===== src/rtl/reset_sequencer.sv =====
// Releases per-domain resets one stage at a time: hold interval, release, then wait
// for that stage's acknowledge. Any lost or late acknowledge parks every domain in reset.
module reset_sequencer #(
  parameter int NUM_STAGES  = 4,
  parameter int HOLD_CYCLES = 16,
  parameter int ACK_TIMEOUT = 1024,
  localparam int KW = (NUM_STAGES > 1) ? $clog2(NUM_STAGES) : 1
) (
  input  logic                  clk_i,
  input  logic                  rst_i,
  input  logic                  req_rst_i,
  input  logic [NUM_STAGES-1:0] stage_ack_i,
  output logic [NUM_STAGES-1:0] stage_rst_o,
  output logic                  all_ready_o,
  output logic                  fault_o,
  output logic [KW-1:0]         fault_stage_o
);

  localparam int MAX_CNT = (HOLD_CYCLES > ACK_TIMEOUT) ? HOLD_CYCLES : ACK_TIMEOUT;
  localparam int CW      = $clog2(MAX_CNT) + 1;

  localparam logic [CW-1:0] HOLD_LAST = CW'(HOLD_CYCLES - 1);
  localparam logic [CW-1:0] ACK_LAST  = CW'(ACK_TIMEOUT - 1);
  localparam logic [KW-1:0] K_LAST    = KW'(NUM_STAGES - 1);

  typedef enum logic [1:0] {
    S_HOLD,
    S_WAIT_ACK,
    S_READY,
    S_FAULT
  } state_t;

  state_t                r_state;
  logic [KW-1:0]         r_k;
  logic [CW-1:0]         r_cnt;
  logic [NUM_STAGES-1:0] r_stage_rst;
  logic                  r_all_ready;
  logic                  r_fault;
  logic [KW-1:0]         r_fault_stage;

  logic [NUM_STAGES-1:0] w_sel;
  logic [NUM_STAGES-1:0] w_below;
  logic [NUM_STAGES-1:0] w_lost;
  logic [KW-1:0]         w_lost_idx;
  logic                  w_ack_k;

  // NOTE: every signal driven here gets a default first, so no path leaves it
  // unassigned and no latch is inferred.
  always_comb begin
    w_sel      = '0;
    w_below    = '0;
    w_lost     = '0;
    w_lost_idx = '0;
    for (int j = 0; j < NUM_STAGES; j++) begin
      w_sel[j]   = (r_k == KW'(j));
      w_below[j] = (KW'(j) < r_k);
    end
    // Earlier stages must keep their ack while later ones come up; in READY all must.
    case (r_state)
      S_HOLD, S_WAIT_ACK: w_lost = ~stage_ack_i & w_below;
      S_READY:            w_lost = ~stage_ack_i;
      default:            w_lost = '0;
    endcase
    for (int j = NUM_STAGES - 1; j >= 0; j--) begin
      if (w_lost[j]) w_lost_idx = KW'(j);
    end
    w_ack_k = |(stage_ack_i & w_sel);
  end

  // NOTE: sequential state uses non-blocking assignments only, so every register
  // samples the pre-edge values of the others.
  always_ff @(posedge clk_i) begin
    if (rst_i || req_rst_i) begin
      r_state       <= S_HOLD;
      r_k           <= '0;
      r_cnt         <= '0;
      r_stage_rst   <= '1;
      r_all_ready   <= 1'b0;
      r_fault       <= 1'b0;
      r_fault_stage <= '0;
    end else begin
      case (r_state)
        S_HOLD: begin
          if (|w_lost) begin
            r_state       <= S_FAULT;
            r_stage_rst   <= '1;
            r_all_ready   <= 1'b0;
            r_fault       <= 1'b1;
            r_fault_stage <= w_lost_idx;
          end else if (r_cnt == HOLD_LAST) begin
            r_stage_rst <= r_stage_rst & ~w_sel;
            r_cnt       <= '0;
            r_state     <= S_WAIT_ACK;
          end else begin
            r_cnt <= r_cnt + 1'b1;
          end
        end
        S_WAIT_ACK: begin
          if (|w_lost) begin
            r_state       <= S_FAULT;
            r_stage_rst   <= '1;
            r_all_ready   <= 1'b0;
            r_fault       <= 1'b1;
            r_fault_stage <= w_lost_idx;
          end else if (w_ack_k) begin
            if (r_k == K_LAST) begin
              r_state     <= S_READY;
              r_all_ready <= 1'b1;
            end else begin
              r_k     <= r_k + 1'b1;
              r_cnt   <= '0;
              r_state <= S_HOLD;
            end
          end else if (r_cnt == ACK_LAST) begin
            r_state       <= S_FAULT;
            r_stage_rst   <= '1;
            r_all_ready   <= 1'b0;
            r_fault       <= 1'b1;
            r_fault_stage <= r_k;
          end else begin
            r_cnt <= r_cnt + 1'b1;
          end
        end
        S_READY: begin
          if (|w_lost) begin
            r_state       <= S_FAULT;
            r_stage_rst   <= '1;
            r_all_ready   <= 1'b0;
            r_fault       <= 1'b1;
            r_fault_stage <= w_lost_idx;
          end
        end
        default: begin
          // FAULT is parked until a request or reset.
          r_state <= S_FAULT;
        end
      endcase
    end
  end

  assign stage_rst_o   = r_stage_rst;
  assign all_ready_o   = r_all_ready;
  assign fault_o       = r_fault;
  assign fault_stage_o = r_fault_stage;

endmodule


===== config.mk =====
export PLATFORM = sky130hd
export DESIGN_NAME = reset_sequencer
export DESIGN_NICKNAME = d
export VERILOG_FILES = /design/src/rtl/reset_sequencer.sv
export SDC_FILE = /design/constraint.sdc
export NUM_CORES = 1
export LEC_CHECK = 0
export ABC_CLOCK_PERIOD_IN_PS = 2700
export CAP_MARGIN = 10
export CORE_MARGIN = 1
export CORE_UTILIZATION = 55
export DETAILED_ROUTE_END_ITERATION = 10
export PLACE_DENSITY = 0.87
export SLEW_MARGIN = 5
export SYNTH_ARGS = -nofsm -noshare
export SYNTH_HDL_FRONTEND = slang
export SYNTH_SLANG_ARGS = --single-unit
export TNS_END_PERCENT = 20

===== constraint.sdc =====
create_clock -name clk_i -period 2.7 [get_ports clk_i]
set_input_delay 0.54 -clock clk_i [delete_from_list [all_inputs] [get_ports clk_i]]
set_output_delay 0.54 -clock clk_i [all_outputs]
set_load 0.01 [all_outputs]

# == Word level (Yosys, flattened, before mapping) ==
# Index checks and enable logic that the tools add are counted.
# classes
n_eq_ne,18
mux,43
bitwise_logic,7
magnitude_cmp,4
reduce_logical,16
add_sub_neg,2
# op_table
op,count
$mux 11,6
$mux 2,15
$mux 4,6
$pmux 11 s2,1
$ne 3x3->1 const B,5
$and 4x4->4,3
$pmux 4 s3,1
$reduce_and 4->1,3
$add 11x1->11 const B,1
$eq 11x10->1 const B,1
$eq 11x4->1 const B,1
$reduce_and 5->1,2
$mux 1,9
$ne 4x4->1 const B,2
$not 4->4,2
$pmux 4 s2,1
$reduce_or 4->1,2
$eq 2x2->1 const B,3
$ne 2x2->1 const B,3
$pmux 2 s3,1
$eq 2x1->1 const B,2
$logic_not 2->1,2
$lt 1x2->1 const A,2
$lt 2x2->1 const A,2
other kinds (10),14
# word_totals
regBits,23
wordCells,97
inputBits,7
output_inout_bits,8

# == Depth between registers and ports, before layout ==
# Gate-level depths: netlist (run 1).
# logic_depth
depth_word,9
mapped_depth,10
mapped_depth_nobuf,8

# == Worst setup path after synthesis (run 1) ==
# No wires, ideal clock.
# synth_timing
path_type,reg2reg
from,register r_k[1]
to,register r_cnt[6]
required_time_ns,2.583
n_path_buf,0
arrival_time_ns,2.130
path_slack_ns,0.453
synth_period_minus_slack_ns,2.247
setup_ns,0.117
path_stages_with_launch,9
path_cell_list,dfxtp_1 > inv_1 > ha_1 > a222oi_1 > and2_1 > a21oi_2 > or3_4 > a22o_1 > a22o_1
# synth_via
elab_chain_cells,6
elab_cells_between_ends,21
cone_classes,order compare: 4; eq/ne: 7; mux: 4; bitwise: 2; reduce/logical: 4
# synth_rtl
element,line,rtl
start: declaration,34,logic [KW-1:0] r_k;
start signal: assignment,110,r_k <= r_k + 1'b1;
$lt 1x2->1 (tied with other cells),56,w_below[j] = (KW'(j) < r_k);
$and 4x4->4 (on tied branches),"60, 67",
$pmux 4 s2 or $reduce_or 4->1 (tied branches),"59, 67",
$reduce_or 4->1 or $mux 11 (tied branches),"84, 99, 105",
$ne 2x2->1 (no line) or $mux 11 (tied branches),n/a,
$reduce_and 5->1 (no line) or $pmux 11 s2 (tied branches),n/a,
end signal: assignment,95,r_cnt <= r_cnt + 1'b1;
end signal: assignment,121,r_cnt <= r_cnt + 1'b1;
end: declaration,35,logic [CW-1:0] r_cnt;
# Several ways; a longest one is shown, not always the timed one. The select of a mux whose other input is x is not followed.
# A chain may end at the register's enable or synchronous reset.

# == Final worst setup path (run 1) ==
# layout_timing
from,register r_state[0]
to,register r_cnt[6]
# layout_via
elab_chain_cells,6
elab_cells_between_ends,13
cone_classes,eq/ne: 6; mux: 2; reduce/logical: 5
# layout_rtl
element,line,rtl
start: declaration,33,state_t r_state;
start signal: assignment,74,r_state <= S_HOLD;
start signal: assignment,85,r_state <= S_FAULT;
start signal: assignment,93,r_state <= S_WAIT_ACK;
$eq 2x1->1 or $logic_not 2->1 (tied branches),"59, 82",
$reduce_or 2->1,59,case (r_state)
$pmux 4 s2,59,
$reduce_or 4->1,"84, 99",
$ne 2x2->1 (no line),n/a,
$reduce_and 5->1 (no line),n/a,
# Several ways; a longest one is shown, not always the timed one.

==> results of run 1 <==
==> metrics by stage <==
stage / hold slack, ps / setup WS, ps / area [µm²] / power [W]
final: 458 / 202 / 1630 / 0.000988
after global routing: 503 / 93.5 / 1630 / 0.00105
after CTS: 466 / 153 / 1610 / 0.000954
after detailed placement: 447 / 108 / 1580 / 0.000790
after global placement: 438 / 163 / 1580 / 0.000768
after floorplan: 470 / 453 / 1380 / 0.000675
==> final cells by class <==
| type | instances | share of cell area, % |
|---|---|---|
| Tap cell | 28 | 2.15 |
| Clock inverter | 1 | 0.307 |
| Sequential cell | 23 | 28.3 |
| Inverter | 11 | 2.53 |
| Clock buffer | 3 | 1.38 |
| Multi-Input combinational cell | 129 | 52.6 |
| Timing Repair Buffer | 23 | 12.7 |
==> synth_stat cells <==
cell	instances	share of area, %
or3b_2	1	0.63
a21oi_1	5	1.8
clkbuf_1	1	0.27
ha_1	9	8.2
nand3b_1	1	0.54
nand3_1	9	3.3
o41ai_2	1	1.2
buf_4	1	0.54
nor2b_1	4	1.8
inv_1	11	3.0
o21a_1	1	0.54
a21boi_0	1	0.54
or3_4	1	0.82
mux2i_1	3	2.2
nor4_1	4	1.8
buf_2	2	0.73
o41ai_1	1	0.63
and3_1	6	2.7
o21ai_1	1	0.36
or3_1	1	0.45
nor2_1	18	4.9
or4_1	4	2.2
or2_2	4	1.8
and2_1	2	0.91
nand4_1	3	1.4
a31oi_1	1	0.45
nor3_1	5	1.8
nand2_1	8	2.2
a21o_1	1	0.54
o21ai_0	9	3.3
dfxtp_1	23	33
a311oi_1	1	0.63
o22ai_1	5	2.3
a21oi_2	1	0.63
nor2_2	1	0.45
a22o_1	7	4.4
xnor2_1	6	3.8
mux2_2	1	0.82
nor3_2	2	1.5
a222oi_1	1	0.73
==> power groups by stage <==
| stage | Combinational, W | Sequential [W] | Clock, W |
|---|---|---|---|
| 2_1_floorplan | 0.000294 | 0.000381 | 0 |
| 5_1_grt | 0.000488 | 0.000377 | 0.000184 |
| 6_report | 0.000451 | 0.000375 | 0.000162 |
| 4_1_cts | 0.000410 | 0.000375 | 0.000169 |
| 3_5_place_dp | 0.000408 | 0.000383 | 0 |
| 3_3_place_gp | 0.000388 | 0.000380 | 0 |
==> path summary, 6_finish.rpt <==
check	from	to	slack [ps]	cells after the start
min	fault_o	fault_o	460	2
min reg2reg	fault_o	fault_o	460	2
max reg2reg	r_state[0]	r_cnt[6]	200	8
max	r_state[0]	r_cnt[6]	200	8
==> worst min-delay path, stage by stage, from the launching register on <==
cell and delay, ps:
dfxtp_1 330, inv_1 50, a21oi_1 50
==> logic make-up (layout without fill, tap and decap cells) <==
group | Yosys count | in the layout | synth area share [%]
AOI/OAI and AO/OA | 36 | 36 | 18.0
xor gates and xnor gates | 6 | 6 | 3.81
adders and majority gates | 9 | 9 | 8.16
buffers and inverters | 15 | 38 | 4.53
DFF | 23 | 23 | 33.4
muxes | 4 | 4 | 2.99
and+or+nand+nor | 74 | 74 | 29.1
==> flip-flops by register name, summed over array words and instances (netlist names) <==
name           count
fault_stage_o      2
r_k                2
r_cnt             11
fault_o            1
r_state            2
stage_rst_o        4
all_ready_o        1
==> layout by cell type, fill, tap and decap left out, drive strengths merged, types with 3 or more instances in the layout <==
master         synthesis  layout
a21oi                  6       6
a22o                   7       7
and3                   6       6
buf                    3       9
clkbuf                 1       3
clkdlybuf4s50          0      14
dfxtp                 23      23
ha                     9       9
inv                   11      11
mux2i                  3       3
nand2                  8       8
nand3                  9       9
nand4                  3       3
nor2                  19      19
nor2b                  4       4
nor3                   7       7
nor4                   4       4
o21ai                 10      10
o22ai                  5       5
or2                    4       4
or4                    4       4
xnor2                  6       6
==> layer usage <==
metal | wire, µm | GRT usage (%) | part of all wire (%)
met3 | 270 | 4.39 | 8.0
met2 | 1570 | 45.3 | 47
met1 | 1460 | 35.1 | 43
met5 | 0 | 0 | 0
met4 | 76 | 13.1 | 2.3
==> timing repair <==
item	in CTS	in global routing
setup buffers	0	3
endpoints found under the setup margin	0	9
resized for setup	0	0
==> reports/metrics.cfg, run 1 <==
[outcome]
status = complete, no violations

[setup_path]
cp.required_ps = 2920
path_cells = inv_1, ha_1, nor3_2, or4_1, nand3b_1, or3_4, a22o_1, a22o_1
critPathMostFrequentCell = a22o_1
cp.buffers_inverters = 1
cpMaxStageDelayCell = or3_4
cp_data_arrival_time_ps = 2720
cp-start-kind = register
slowest_delay_ps = 440
critPathCaptureType = register
path_max_fanout = 7
cp_top_family = simple AND/OR/NAND/NOR gates
critPathKind = register to register

[clock_network]
clk_pin_slew_ps = 130
cts-root-buf = clkbuf_4
numCtsBuffers = 3
cts_max_level = 1
cts.path.max_buffers = 2
clock_latency_ps = 320
ctsHoldBuffers = 0
tritoncts = built
clock-sinks = 23

[floorplanning]
ios = 15
fp.dieW_um = 52.1
core-area_um2 = 2300
rows = 17
dieArea_um2 = 2710
start_util_pct = 60.1
dieHeight_um = 52.1

[grt]
track_usage_pct = 27.7
grt_first_pass_wirelength_mm = 5.64
grt.overflow.total = 0
grt_max_degree = 14
grt_pass1_vias = 1298
antenna_found_initial = 0

[final_layout]
diodes = 0
fin_util_pct = 70.9
final_nets = 207
area_growth_pct = 18.0
multiInputGateArea_um2 = 857
seq_area_um2 = 460
layout-drive-gt1-share_pct = 13.2
instances_no_fill = 218
fillCellCount = 194

[sta]
slew_viol_final = 0
finalCritPeriodShare_pct = 92.5
worst_pin_slew_ps = 564
finalSetupViolCount = 0
slew_headroom_pct = 62.3
max_freq_mhz = 400
hold_violations = 0
setup_tns_ps = 0
fin_crit_ps = 2500
rsz0062_at_grt = no
finalClockSkew_ps = 5.90

[placed_design]
dp_cells = 211
dp_hpwl_mm = 2.42
port-buffer-count = 14
gp_congestion = 0.952

[detailed_routing]
detail_route.vias_per_cell = 6.23
drc = 0
wire_per_inst_um = 15.5
drt_pre_antenna_iters = 5
drt_iter0_drc = 60
drt_wl_total_mm = 3.37
via_count = 1358
ant_nets = 0

[pwr]
p_leak_nw = 0.664
p_switching_w = 0.000374
p_int_w = 0.000614
seqPwrFrac_pct = 38.0
p_comb_share_pct = 45.6
p_clk_share_pct = 16.4
p_per_area_nw_per_um2 = 607
swShare_pct = 37.8
ir_worst_vdd_v = 0.000430

[synthesis]
ys_types = 40
avgSynthCellArea_um2 = 8.26
yosys_register_bits = 23
ys_seq_area_share_pct = 33.4
syn_nets = 183
syn_inst = 167
netlist_area_um2 = 1380
ys_warn_count = 0

[hold_path]
min_path_type = register to register

[flow_run]
cap_viol_max_count = 0

(Power assumes the default switching activity.)
==> inputs of run 2 (changes only) <==
Settings changed: CELL_PAD_IN_SITES_DETAIL_PLACEMENT set to 0, CELL_PAD_IN_SITES_GLOBAL_PLACEMENT set to 1, CORE_UTILIZATION 55 to 41, PLACE_DENSITY 0.87 to 0.86.
==> run 2 against run 1 <==
Against the previous run:
- power shrank 5.3%
- first-iteration DRC count grew 73%
- sequential power is essentially flat
- global-route usage shrank 8.8 points
- core utilization shrank 19 points
- critical path type unchanged
- critical endpoint unchanged
- highest routed layer unchanged
==> reports/metrics.cfg, run 2 (synthesized netlist as in run 1, its figures left out) <==
[floorplanning]
fp.dieW_um = 60.0
ios = 15
start_util_pct = 44.1
dieArea_um2 = 3600
core-area_um2 = 3130
dieHeight_um = 60.0
rows = 20

[final_layout]
layout_common_cells = dfxtp_1 (23), nor2_1 (18), clkdlybuf4s50_1 (14)
final_common_cell = dfxtp_1
fillCellCount = 297
largest_reg_flops = 11
area_growth_pct = 17.2
instances_no_fill = 230
diodes = 0
top_register = r_cnt
final_nets = 203
layout-drive-gt1-share_pct = 10.8

[setup_path]
cp.required_ps = 2920
slowest_delay_ps = 440
cp.buffers_inverters = 1
cpMaxStageDelayCell = or3_4
critPathCaptureType = register
critPathKind = register to register
cp_top_family = simple AND/OR/NAND/NOR gates
cp-start-kind = register
critPathMostFrequentCell = a22o_1
path_cells = inv_1, ha_1, nor3_2, o41ai_1, nand3b_1, or3_4, a22o_1, a22o_1
cp_data_arrival_time_ps = 2620
path_max_fanout = 7

[clock_network]
cts_max_level = 1
clock-sinks = 23
ctsHoldBuffers = 0
clk_pin_slew_ps = 130
clock_latency_ps = 310
post_cts_buffers = 0
cts.path.max_buffers = 2
numCtsBuffers = 3
cts-root-buf = clkbuf_4
postCtsResizedCells = 0
tritoncts = built

[placed_design]
dp_cells = 226
gp_congestion = 0.860
dp_hpwl_mm = 2.36
port-buffer-count = 14

[sta]
worst_pin_slew_ps = 513
hold_violations = 0
max_freq_mhz = 416
fin_crit_ps = 2400
slew_viol_final = 0
setup_tns_ps = 0
finalSetupViolCount = 0
rsz0062_at_grt = no
finalCritPeriodShare_pct = 89.1
finalClockSkew_ps = 4.06
slew_headroom_pct = 65.7

[detailed_routing]
detail_route.vias_per_cell = 5.47
drt_iter0_drc = 104
drt_wl_total_mm = 3.05
drt_pre_antenna_iters = 4
via_count = 1259
drc = 0
ant_nets = 0
wire_per_inst_um = 13.3

[grt]
grt_first_pass_wirelength_mm = 5.20
track_usage_pct = 18.9
grt.overflow.total = 0
grt_pass1_vias = 1164
grt_max_degree = 13
antenna_found_initial = 0

[pwr]
p_per_area_nw_per_um2 = 579
p_leak_nw = 0.641
ir_worst_vdd_v = 0.000224

[outcome]
status = complete, no violations

[hold_path]
min_path_type = register to register

[flow_run]
cap_viol_max_count = 0

run 2: cell count changes in the layout (fill, tap and decap cells not counted):
cell      delta
buf_4        -4
clkbuf_1     +1
clkinv_2     -1
run 2: per-stage QoR:
| stage | setup slack (ps) | cell area, µm² | utilization (%) | hold slack (ps) | power, W |
|---|---|---|---|---|---|
| after floorplan | 453 | 1380 | - | 470 | 0.000675 |
| after global placement | 113 | 1590 | 50.9 | 439 | 0.000766 |
| after detailed placement | 74.3 | 1590 | 50.9 | 443 | 0.000773 |
| after CTS | 280 | 1620 | 51.7 | 461 | 0.000936 |
| after global routing | 126 | 1620 | 51.7 | 478 | 0.00100 |
| final | 295 | 1620 | 51.7 | 458 | 0.000936 |
run 2: worst register-to-register path, delay by kind of cell, from the launching register on:
kind	cells	cell delay (ps)
AOI/OAI and AO/OA	3	550
DFF	1	410
and+or+nand+nor	3	1000
buffers and inverters	1	90
adders and majority gates	1	270
run 2: where the power goes:
part | switching, W | internal, W | total [W]
registers | 0.0000152 | 0.000358 | 0.000373
logic | 0.000228 | 0.000172 | 0.000399
clock network | 0.000106 | 0.0000576 | 0.000163
run 2: final timing paths:
check,end,start,cells past startpoint,slack (ps)
setup reg to reg,r_cnt[6],r_state[1],8,300
setup / recovery,r_cnt[6],r_state[1],8,300
hold reg to reg,fault_o,fault_o,2,460
hold / removal,fault_o,fault_o,2,460
run 2: cell type report:
cell class	instances	area [µm²]	area share, %
Inverter	11	41.3	2.55
Tap cell	44	55.1	3.40
Sequential cell	23	460	28.5
Multi-Input combinational cell	129	857	53.0
Clock buffer	4	26.3	1.62
Timing Repair Buffer	19	178	11.0
run 2: layer usage:
| metal | GRT usage (%) | up-vias | part of all wire [%] |
|---|---|---|---|
| met5 | 0 | - | 0 |
| met4 | 5.98 | 0 | 0.98 |
| met1 | 26.0 | 580 | 49 |
| met2 | 29.2 | 36 | 45 |
| met3 | 4.11 | 4 | 4.9 |
| li1 | - | 639 | - |
==> inputs of run 3 (changes only) <==
Settings changed: ABC_CLOCK_PERIOD_IN_PS 2700 to not set, CORE_MARGIN 1 to not set, PLACE_DENSITY 0.86 to not set, PLACE_DENSITY_LB_ADDON set to 0.1.
==> run 3 against run 2 <==
Against the previous run:
- clock-buffer cell count decreased by 1
- die area unchanged
- worst hold slack improved by 8.8 ps
- global-route usage grew 0.48 points
- maximum frequency is 0.97% lower
- sequential power hardly changed
- non-clock buffer count up 2
- critical path depth is the same
- combinational power rose by 3%
- flip-flop and latch count unchanged
- cell count increased by 0.87%
==> reports/metrics.cfg, run 3 (synthesized netlist as in run 1, its figures left out) <==
[outcome]
status = complete, no violations

[detailed_routing]
wire_per_inst_um = 13.3
drt_iter0_drc = 70
drt_wl_total_mm = 3.09
via_count = 1256
detail_route.vias_per_cell = 5.41
drc = 0
ant_nets = 0
drt_pre_antenna_iters = 5

[grt]
grt_first_pass_wirelength_mm = 5.29
grt_max_degree = 14
track_usage_pct = 19.4
grt.overflow.total = 0
grt_pass1_vias = 1149
antenna_found_initial = 0

[flow_run]
cap_viol_max_count = 0

[sta]
hold_slack_ps = 467
slew_viol_final = 0
rsz0062_at_grt = no
finalSetupViolCount = 0
max_freq_mhz = 412
finalCritPeriodShare_pct = 89.9
setup_tns_ps = 0
worst_pin_slew_ps = 466
fin_crit_ps = 2430
hold_violations = 0
slew_headroom_pct = 68.9
finalClockSkew_ps = 7.07

[placed_design]
dp_cells = 228
dp_hpwl_mm = 2.35
gp_congestion = 0.809
port-buffer-count = 14
placed_area_um2 = 1610

[clock_network]
tritoncts = built
ctsHoldBuffers = 0
clk_pin_slew_ps = 140
cts-root-buf = clkbuf_4
postCtsResizedCells = 0
clock-sinks = 23
cts.path.max_buffers = 2
cts_max_level = 1
clock_latency_ps = 320
post_cts_buffers = 0
numCtsBuffers = 3

[setup_path]
critPathKind = register to register
path_cells = inv_1, ha_1, nor3_2, o41ai_1, nand3b_1, or3_4, a22o_1, a22o_1
cp.required_ps = 2930
cpMaxStageDelayCell = or3_4
path_max_fanout = 7
cp-start-kind = register
rr_worst_depth = 8
r2r-start = r_state[1]
rrSetupSlack_ps = 270
critPathCaptureType = register
reg2reg_to = r_cnt[6]
slowest_delay_ps = 440
cp_data_arrival_time_ps = 2660
critPathMostFrequentCell = a22o_1

[final_layout]
final_nets = 205
instances_no_fill = 232
diodes = 0
top_register = r_cnt
layout_common_cells = dfxtp_1 (23), nor2_1 (18), clkdlybuf4s50_1 (14)
area_growth_pct = 18.4
final_common_cell = dfxtp_1
largest_reg_flops = 11
fin_util_pct = 52.2
stdcell_area_um2 = 1630
layout-drive-gt1-share_pct = 12.2

[floorplanning]
dieArea_um2 = 3600
rows = 20
start_util_pct = 44.1
dieHeight_um = 60.0
core-area_um2 = 3130
fp.dieW_um = 60.0
ios = 15

[hold_path]
worstHoldPathCells = 2
holdPathEnd = fault_o
hold_start = fault_o
min_path_type = register to register

[pwr]
p_per_area_nw_per_um2 = 584
p_leak_nw = 0.653
ir_worst_vdd_v = 0.000248

run 3: where the power goes:
group	leakage [nW]	internal [W]	total [W]	switching, W
logic	0.449	0.000180	0.000410	0.000229
clock network	0.0177	0.0000555	0.000170	0.000114
registers	0.186	0.000358	0.000374	0.0000156
total	0.653	0.000594	0.000954	0.000360
run 3: worst max path at each step:
stage,startpoint,endpoint,slack (ps),cells past startpoint
2_1_floorplan,r_k[1],r_cnt[6],450,8
3_3_place_gp,stage_ack_i[1],r_cnt[6],140,7
3_5_place_dp,stage_ack_i[1],r_cnt[3],110,7
4_1_cts,r_state[1],r_cnt[6],290,8
5_1_grt,r_state[1],stage_rst_o[2],90,8
6_report,r_state[1],r_cnt[6],270,8
run 3: area by class of cell:
type | count | area, µm²
Fill cell | 306 | 1490
Multi-Input combinational cell | 129 | 857
Sequential cell | 23 | 460
Timing Repair Buffer | 21 | 193
Tap cell | 44 | 55.1
Inverter | 11 | 41.3
Clock buffer | 3 | 22.5
Clock inverter | 1 | 5.00
run 3: critical path, delay by kind of cell (launching register included):
kind	cells	cell delay, ps
AND/OR/NAND/NOR	3	1020
AO/OA/AOI/OAI	3	550
flip-flops	1	420
adder cells (fa/ha/maj)	1	280
buffers and inverters	1	80
run 3: metrics by stage:
| stage | total power, W | setup slack, ps |
|---|---|---|
| final | 0.000954 | 271 |
| after detailed placement | 0.000788 | 114 |
| after global placement | 0.000782 | 141 |
| after global routing | 0.00102 | 86.9 |
| after floorplan | 0.000675 | 453 |
| after CTS | 0.000959 | 286 |
run 3: metal layers:
metal | up-vias | routed length [µm] | global-route usage [%]
met4 | 0 | 10 | 6.64
met5 | - | 0 | 0
li1 | 648 | - | -
met1 | 593 | 1670 | 27.9
met2 | 13 | 1340 | 29.2
met3 | 2 | 69 | 3.03
